### config.mk
export PLATFORM = sky130hd
export DESIGN_NAME = cplx_expand_sched
export DESIGN_NICKNAME = d
export VERILOG_FILES = /design/src/rtl/cplx_expand_sched.sv
export SDC_FILE = /design/constraint.sdc
export NUM_CORES = 1
export LEC_CHECK = 0
export ABC_AREA = 1
export ABC_CLOCK_PERIOD_IN_PS = 1400
export CAP_MARGIN = 5
export CORE_MARGIN = 5
export CORE_UTILIZATION = 42
export CTS_BUF_LIST = sky130_fd_sc_hd__clkbuf_8
export CTS_CLUSTER_DIAMETER = 40
export DETAILED_ROUTE_END_ITERATION = 16
export HOLD_SLACK_MARGIN = 0.15
export PLACE_DENSITY = 0.83
export SYNTH_ARGS = -nofsm -noshare
export SYNTH_HDL_FRONTEND = slang
export SYNTH_SLANG_ARGS = --single-unit
### constraint.sdc
create_clock -name clk -period 1.4 [get_ports clk]
set_input_delay 0.42 -clock clk [delete_from_list [all_inputs] [get_ports clk]]
set_output_delay 0.42 -clock clk [all_outputs]
set_load 0.005 [all_outputs]
### src/rtl/cplx_expand_sched.sv
// ---------------------------------------------------------------------------
// cplx_expand_sched
//   Frame-level scheduler that time-shares one complex sign-expansion datapath
//   between two complex sample sources. A source is granted the datapath for a
//   whole frame of FRAME_LEN samples; grants alternate round-robin. The
//   expanded sample is registered behind a valid/ready output with frame
//   markers and a source tag.
//
// Ports
//   clk, rst_n             : clock (rising edge), async active-low reset
//   s0_valid/ready/re/im   : source 0 sample stream (IWIDTH two's complement)
//   s1_valid/ready/re/im   : source 1 sample stream
//   m_valid, m_ready       : output handshake
//   m_re, m_im             : expanded sample (OWIDTH)
//   m_src                  : source index of the output sample
//   m_sof, m_eof           : first / last sample of a frame
// ---------------------------------------------------------------------------

// ---------------------------------------------------------------------------
// signed_cplx_expand
//   Widens each complex component from IWIDTH to OWIDTH by sign extension,
//   then shifts left by IPRE bits (input carries IPRE fewer fractional bits
//   than the output format). With IPRE = 0 this is plain sign extension.
//   Requires OWIDTH >= IWIDTH + IPRE so nothing is lost.
//
// Ports
//   i_re, i_im : input components (IWIDTH, signed)
//   o_re, o_im : expanded components (OWIDTH, signed)
// ---------------------------------------------------------------------------
module signed_cplx_expand #(
  parameter int IWIDTH = 16,
  parameter int OWIDTH = 16,
  parameter int IPRE   = 0
) (
  input  logic signed [IWIDTH-1:0] i_re,
  input  logic signed [IWIDTH-1:0] i_im,
  output logic signed [OWIDTH-1:0] o_re,
  output logic signed [OWIDTH-1:0] o_im
);

  logic signed [IWIDTH-1:0] comp_in  [2];
  logic signed [OWIDTH-1:0] comp_out [2];

  assign comp_in[0] = i_re;
  assign comp_in[1] = i_im;

  // Same mapping on both components.
  for (genvar gi = 0; gi < 2; gi++) begin : g_comp
    logic signed [OWIDTH-1:0] ext;
    assign ext          = OWIDTH'(comp_in[gi]);  // signed operand: sign-extends
    assign comp_out[gi] = ext <<< IPRE;
  end

  assign o_re = comp_out[0];
  assign o_im = comp_out[1];

endmodule

module cplx_expand_sched #(
  parameter int IWIDTH    = 16,
  parameter int OWIDTH    = 16,
  parameter int IPRE      = 0,
  parameter int FRAME_LEN = 64
) (
  input  logic              clk,
  input  logic              rst_n,
  input  logic              s0_valid,
  output logic              s0_ready,
  input  logic [IWIDTH-1:0] s0_re,
  input  logic [IWIDTH-1:0] s0_im,
  input  logic              s1_valid,
  output logic              s1_ready,
  input  logic [IWIDTH-1:0] s1_re,
  input  logic [IWIDTH-1:0] s1_im,
  output logic              m_valid,
  input  logic              m_ready,
  output logic [OWIDTH-1:0] m_re,
  output logic [OWIDTH-1:0] m_im,
  output logic              m_src,
  output logic              m_sof,
  output logic              m_eof
);

  localparam int CW = (FRAME_LEN > 1) ? $clog2(FRAME_LEN) : 1;

  typedef enum logic [1:0] {IDLE, GRANT0, GRANT1} state_t;

  state_t          state_reg, state_next;
  logic            prio_reg, prio_next;
  logic [CW-1:0]   cnt_reg, cnt_next;
  logic            m_valid_reg, m_valid_next;
  logic [OWIDTH-1:0] m_re_reg, m_im_reg;
  logic            m_src_reg, m_sof_reg, m_eof_reg;

  logic            out_free;
  logic            grant_sel;
  logic            cnt_last;
  logic            accept;
  logic [IWIDTH-1:0] sel_re, sel_im;
  logic signed [OWIDTH-1:0] exp_re, exp_im;

  // The output register can take a new sample when empty or being drained.
  assign out_free  = !m_valid_reg || m_ready;
  assign grant_sel = (state_reg == GRANT1);
  assign cnt_last  = (cnt_reg == CW'(FRAME_LEN - 1));

  assign sel_re = grant_sel ? s1_re : s0_re;
  assign sel_im = grant_sel ? s1_im : s0_im;

  signed_cplx_expand #(
    .IWIDTH (IWIDTH),
    .OWIDTH (OWIDTH),
    .IPRE   (IPRE)
  ) u_expand (
    .i_re (sel_re),
    .i_im (sel_im),
    .o_re (exp_re),
    .o_im (exp_im)
  );

  always_comb begin
    state_next   = state_reg;
    prio_next    = prio_reg;
    cnt_next     = cnt_reg;
    s0_ready     = 1'b0;
    s1_ready     = 1'b0;
    accept       = 1'b0;
    m_valid_next = m_valid_reg;

    // Readies depend only on state and the output handshake, never on valid.
    unique case (state_reg)
      IDLE: begin
        if (s0_valid && s1_valid) state_next = prio_reg ? GRANT1 : GRANT0;
        else if (s0_valid)        state_next = GRANT0;
        else if (s1_valid)        state_next = GRANT1;
      end
      GRANT0:  s0_ready = out_free;
      GRANT1:  s1_ready = out_free;
      default: state_next = IDLE;
    endcase

    accept = (s0_ready && s0_valid) || (s1_ready && s1_valid);

    // Grant is held for the whole frame; only the last sample releases it.
    if (accept) begin
      if (cnt_last) begin
        cnt_next   = '0;
        state_next = IDLE;
        prio_next  = !grant_sel;
      end else begin
        cnt_next = cnt_reg + 1'b1;
      end
    end

    if (accept)       m_valid_next = 1'b1;
    else if (m_ready) m_valid_next = 1'b0;
  end

  always_ff @(posedge clk or negedge rst_n) begin
    if (!rst_n) begin
      state_reg   <= IDLE;
      prio_reg    <= 1'b0;
      cnt_reg     <= '0;
      m_valid_reg <= 1'b0;
      m_re_reg    <= '0;
      m_im_reg    <= '0;
      m_src_reg   <= 1'b0;
      m_sof_reg   <= 1'b0;
      m_eof_reg   <= 1'b0;
    end else begin
      state_reg   <= state_next;
      prio_reg    <= prio_next;
      cnt_reg     <= cnt_next;
      m_valid_reg <= m_valid_next;
      if (accept) begin
        m_re_reg  <= exp_re;
        m_im_reg  <= exp_im;
        m_src_reg <= grant_sel;
        m_sof_reg <= (cnt_reg == '0);
        m_eof_reg <= cnt_last;
      end
    end
  end

  assign m_valid = m_valid_reg;
  assign m_re    = m_re_reg;
  assign m_im    = m_im_reg;
  assign m_src   = m_src_reg;
  assign m_sof   = m_sof_reg;
  assign m_eof   = m_eof_reg;

endmodule

==> flow_summary.toml, run 1 <==
[setup_path]
setup.worst_path.end_class = "output pin"
cp.buffers_inverters = 3
cpMaxStageDelayCell = "dfrtp_1"
cp.arrival_ns = 1.26
critPathLaunchType = "register"
critPathMaxStageDelay_ns = 0.42
cp_common_cell = "inv_2"
worstSetupPathType = "reg2out"
required_ns = 0.98
path_cells = "inv_2, nor2_4, inv_2, nor2_1, buf_2"
path_delay_family = "flip-flops"
worstPathMaxFanout = 3

[clocking]
clock-sinks = 45
cts_tree = "done"
h-tree-depth = 2
worstSkewPairLatency_ns = 0.31
root_buffer = "clkbuf_8"
clk_pin_slew_ns = 0.09
clk_path_buf_depth = 2
cts_made_buffers = 5

[global_routing]
grt_pass1_wl_mm = 14.0
overflow = 0
grt_max_degree = 46
antenna_found_initial = 0
grt_pass1_vias = 2763
grt_usage_pct = 25.5

[yosys]
synthCells = 258
syn_avg_cell_area_sq_um = 8.64
synth-seq-cells = 45
ys_types = 22
synth_top_area_cell = "dfrtp_1"
synth_top_area_share_pct = 50.5
netlist_top_cells_area = "dfrtp_1 51%, nand2_1 15%, o211ai_1 11%"
netlist_area_sq_um = 2230
ys_warn_count = 0
yosysSeqAreaShare_pct = 50.5
synth_nets = 329

[final_layout]
multi_input_area_sq_um = 1360
area_delta_synth_final_pct = 105
final_cell_mix = "66 x clkdlybuf4s50_1, 44 x dfrtp_1, 38 x nand2_2"
nets = 499
layoutNonFillerInstCount = 499
ff_latch_area_sq_um = 1130
layout-drive-gt1-share_pct = 48.0
fill_cells = 241
antenna_cells = 0
final_common_cell = "clkdlybuf4s50_1"

[sta]
fmax_mhz = 596
hold_violations = 0
fin_worst_skew_ns = 0.00527
setup_violations = 48
layout_setup_ws_ns = -0.279
rsz0062_at_grt = "yes"
period_needed_ns = 1.68
maxSlewHeadroom_pct = 73.2
fin_hold_ws_ns = 0.517
maxSlewViolCount = 0
worst_slew_pin_slew_ns = 0.402
period_share_pct = 120

[detailed_routing]
routedWlPerCell_um = 21.9
drt_iter0_drc = 221
drtAntennaViolNets = 0
vias = 2767
via_per_inst = 5.55
drc = 0
drt-pass1-iter-count = 4
drt_wl_total_mm = 10.9

[floorplan]
start_util_pct = 43.4
dieArea_sq_um = 6870
die_x_um = 82.9
rows = 26
ios = 107
coreArea_sq_um = 5140
fp.dieH_um = 82.9

[place]
io_buffer_count = 106
gp_congestion = 0.730
numPlacedInstances = 434
place_hpwl_mm = 4.61

[pwr]
vdd_ir_drop_max_mv = 1.31
powerDensity_nw_per_um2 = 2230
power_leakage_nw = 2.14

[worst_hold_path]
hp-class = "reg2reg"

[job]
drv_cap = 0

[outcome]
status = "complete, but fails checks"
failed_checks = "negative setup slack"
final timing paths:
| check | start | end | slack [ns] | depth (start not counted) |
|---|---|---|---|---|
| setup / recovery | state_reg[1] | s1_ready | -0.28 | 5 |
| hold / removal | m_im[2] | m_im[2] | 0.52 | 2 |
| setup reg to reg | state_reg[1] | cnt_reg[5] | -0.22 | 10 |
| hold reg to reg | m_im[2] | m_im[2] | 0.52 | 2 |
| max in group asynchronous | rst_n | state_reg[0] | 0.56 | 3 |
| min in group asynchronous | rst_n | m_re[14] | 0.61 | 3 |
layer usage:
layer	routed length, um	share of wire, %	global-route usage [%]	vias up
li1	-	-	-	1182
met1	3900	36	28.2	1363
met2	5670	52	45.7	166
met3	855	7.8	7.72	56
met4	494	4.5	9.51	0
met5	0	0	0	-
cells by family after synthesis:
logic type,Yosys count,synth area share [%]
flops,45,50.5
fa+ha+maj,2,1.12
simple gates,139,28.5
compound gates,40,12.6
xor+xnor,3,1.18
buf+inv,29,6.12
stage by stage:
stage / TNS, ns / utilization, % / worst slack [ns] / power (W) / instance area [sq um]
after floorplan: 0 / - / 0.0234 / 0.00408 / 2230
after global placement: -20.41 / 66.9 / -0.727 / 0.00582 / 3440
after detailed placement: -22.92 / 66.9 / -0.765 / 0.00597 / 3440
after CTS: -4.87 / 81.9 / -0.188 / 0.00868 / 4210
after global routing: -9.48 / 89.1 / -0.330 / 0.0107 / 4580
final: -7.44 / 89.1 / -0.279 / 0.0102 / 4580
power by group:
group	internal [W]	switching [W]	total, W
sequential	0.00188	0.000524	0.00241
combinational	0.00362	0.00326	0.00688
clock	0.000448	0.000487	0.000935
total	0.00595	0.00427	0.0102
synthesized netlist by cell type (all sizes together):
master	count
a21oi	1
buf	7
clkbuf	8
dfrtp	45
ha	2
inv	14
nand2	88
nand3	11
nand4	1
nor2	5
nor3	2
o211ai	32
o21ai	7
or2	32
xnor2	1
xor2	2
layout make-up:
type	instances	share of cell area (%)
Clock buffer	7	2.10
Clock inverter	1	0.109
Inverter	14	1.42
Multi-Input combinational cell	184	29.6
Sequential cell	45	24.6
Tap cell	70	1.91
Timing Repair Buffer	178	40.3
timing repair:
action                                  in CTS  in global routing
hold buffers                                 1                  0
endpoints found under the setup margin      83                 75
hold endpoints to repair                    45                  0
cloned                                       8                  0
setup buffers                               39                 25
pin swaps                                   20                 12
resized for setup                          133                113
worst min-delay path, stage by stage (launching register included):
cell and delay, ns:
dfrtp_1 0.37, nand2_2 0.06, nand2_1 0.06
(Power assumes the default switching activity.)
==> inputs of run 2 (changes only) <==
--- a/config.mk
+++ b/config.mk
@@ -9,12 +9,12 @@
 export ABC_CLOCK_PERIOD_IN_PS = 1400
 export CAP_MARGIN = 5
 export CORE_MARGIN = 5
-export CORE_UTILIZATION = 42
+export CORE_UTILIZATION = 40
 export CTS_BUF_LIST = sky130_fd_sc_hd__clkbuf_8
 export CTS_CLUSTER_DIAMETER = 40
 export DETAILED_ROUTE_END_ITERATION = 16
 export HOLD_SLACK_MARGIN = 0.15
-export PLACE_DENSITY = 0.83
+export PLACE_DENSITY = 0.8
 export SYNTH_ARGS = -nofsm -noshare
 export SYNTH_HDL_FRONTEND = slang
 export SYNTH_SLANG_ARGS = --single-unit
==> flow_summary.toml, run 2 (synthesis gave the netlist of run 1 again) <==
[detailed_routing]
vias = 2313
via_per_inst = 4.90
drc = 0
drt-pass1-iter-count = 4
drt_iter0_drc = 99
routedWlPerCell_um = 15.7
drtAntennaViolNets = 0
drt_wl_total_mm = 7.41

[outcome]
status = "complete, but fails checks"
failed_checks = "negative setup slack"

[floorplan]
rows = 27
fp.dieH_um = 84.7
die_x_um = 84.7
ios = 107
start_util_pct = 40.7
coreArea_sq_um = 5470
dieArea_sq_um = 7170

[final_layout]
nets = 470
layout-drive-gt1-share_pct = 25.8
area_delta_synth_final_pct = 77.4
final_common_cell = "nand2_1"
multi_input_area_sq_um = 1010
final_core_util_pct = 72.3
final_cell_mix = "82 x nand2_1, 66 x clkdlybuf4s50_1, 45 x dfrtp_1"
ff_latch_area_sq_um = 1130
antenna_cells = 0
fill_cells = 419

[setup_path]
cp.arrival_ns = 1.76
worstSetupPathType = "reg2reg"
required_ns = 1.58
worstPathMaxFanout = 6
critPathLaunchType = "register"
setup.worst_path.end_class = "register"

[pwr]
power_leakage_nw = 1.84
powerDensity_nw_per_um2 = 2000
power_w = 0.00791
vdd_ir_drop_max_mv = 0.953

[sta]
worst_slew_pin_slew_ns = 0.364
maxSlewHeadroom_pct = 75.8
period_share_pct = 113
period_needed_ns = 1.58
rsz0062_at_grt = "yes"
hold_violations = 0
fmax_mhz = 631
setup_violations = 47
maxSlewViolCount = 0
fin_worst_skew_ns = 0.00675
layout_setup_ws_ns = -0.185

[clocking]
clk_pin_slew_ns = 0.09
root_buffer = "clkbuf_8"
cts_tree = "done"
worstSkewPairLatency_ns = 0.29
h-tree-depth = 2
cts_made_buffers = 5
clk_path_buf_depth = 2
clock-sinks = 45

[place]
io_buffer_count = 106
gp_congestion = 0.799
place_hpwl_mm = 4.38

[global_routing]
grt_pass1_vias = 2126
antenna_found_initial = 0
grt_max_degree = 46
overflow = 0
grt_usage_pct = 17.6
grt_pass1_wl_mm = 10.1

[job]
drv_cap = 0

[worst_hold_path]
hp-class = "reg2reg"
[run 2: area by class of cell]
class	count	area share, %
clock buffers	5	1.74
clock inverters	3	1.17
well taps	72	2.28
inverters	14	1.52
repair buffers	149	39.3
flip-flops and latches	45	28.5
multi-input cells	184	25.6
[run 2: path summary, 6_finish.rpt]
check                             start  endpoint  slack, ns  cells after the start
hold reg to reg                 m_im[6]   m_im[6]       0.48                      2
setup reg to reg           state_reg[0]   m_im[1]      -0.18                     10
setup / recovery           state_reg[0]   m_im[1]      -0.18                     10
hold / removal                  m_im[6]   m_im[6]       0.48                      2
min in group asynchronous         rst_n  m_re[13]       0.63                      3
max in group asynchronous         rst_n  m_re[15]       0.55                      3
[run 2: worst max-delay path, cell delays in order, from the launching register on]
cell and delay [ns]:
dfrtp_1 0.43, buf_6 0.12, inv_2 0.04, buf_4 0.13, nor2_2 0.09, nand3_2 0.11, nand2_4 0.19, inv_8 0.08
clkbuf_16 0.17, nand2_2 0.06, nand2_1 0.06
[run 2: metrics by stage]
step                TNS, ns  hold WS, ns  instance area [sq um]  setup slack (ns)  instances
CTS                  -0.349        0.479                   3660            -0.196        455
global placement     -19.96        0.418                   3430            -0.677        435
floorplan                 0        0.124                   2230            0.0234        258
global route          -9.55        0.500                   3960            -0.252        472
detailed placement   -22.45        0.422                   3430            -0.777        435
finish                -6.45        0.478                   3960            -0.185        472
[run 2: routing by layer]
metal	vias to the layer above	part of all wire (%)	track usage (%)
li1	1129	-	-
met4	0	1.7	3.74
met3	13	7.4	6.38
met1	1091	41	21.9
met2	80	50	29.3
met5	-	0	0
[run 2: repair_timing]
item | 4_1_cts | 5_1_grt
hold buffers | 1 | 0
setup buffers | 10 | 12
gates resized for setup | 61 | 51
gates cloned | 1 | 6
pin swaps | 5 | 19
endpoints found under the setup margin | 83 | 73
hold endpoints to repair | 45 | 0
[run 2: power by group]
part | switching [W] | internal [W]
Combinational | 0.00215 | 0.00253
Clock | 0.000459 | 0.000534
Sequential | 0.000368 | 0.00188
==> inputs of run 3 (changes only) <==
--- a/config.mk
+++ b/config.mk
@@ -9,12 +9,12 @@
 export ABC_CLOCK_PERIOD_IN_PS = 1400
 export CAP_MARGIN = 5
 export CORE_MARGIN = 5
-export CORE_UTILIZATION = 40
+export CORE_UTILIZATION = 42
 export CTS_BUF_LIST = sky130_fd_sc_hd__clkbuf_8
 export CTS_CLUSTER_DIAMETER = 40
 export DETAILED_ROUTE_END_ITERATION = 16
 export HOLD_SLACK_MARGIN = 0.15
-export PLACE_DENSITY = 0.8
+export PLACE_DENSITY = 0.83
 export SYNTH_ARGS = -nofsm -noshare
 export SYNTH_HDL_FRONTEND = slang
 export SYNTH_SLANG_ARGS = --single-unit
==> results of run 3 <==
Same layout as run 1: the final DEF is identical, and so are final timing and power.
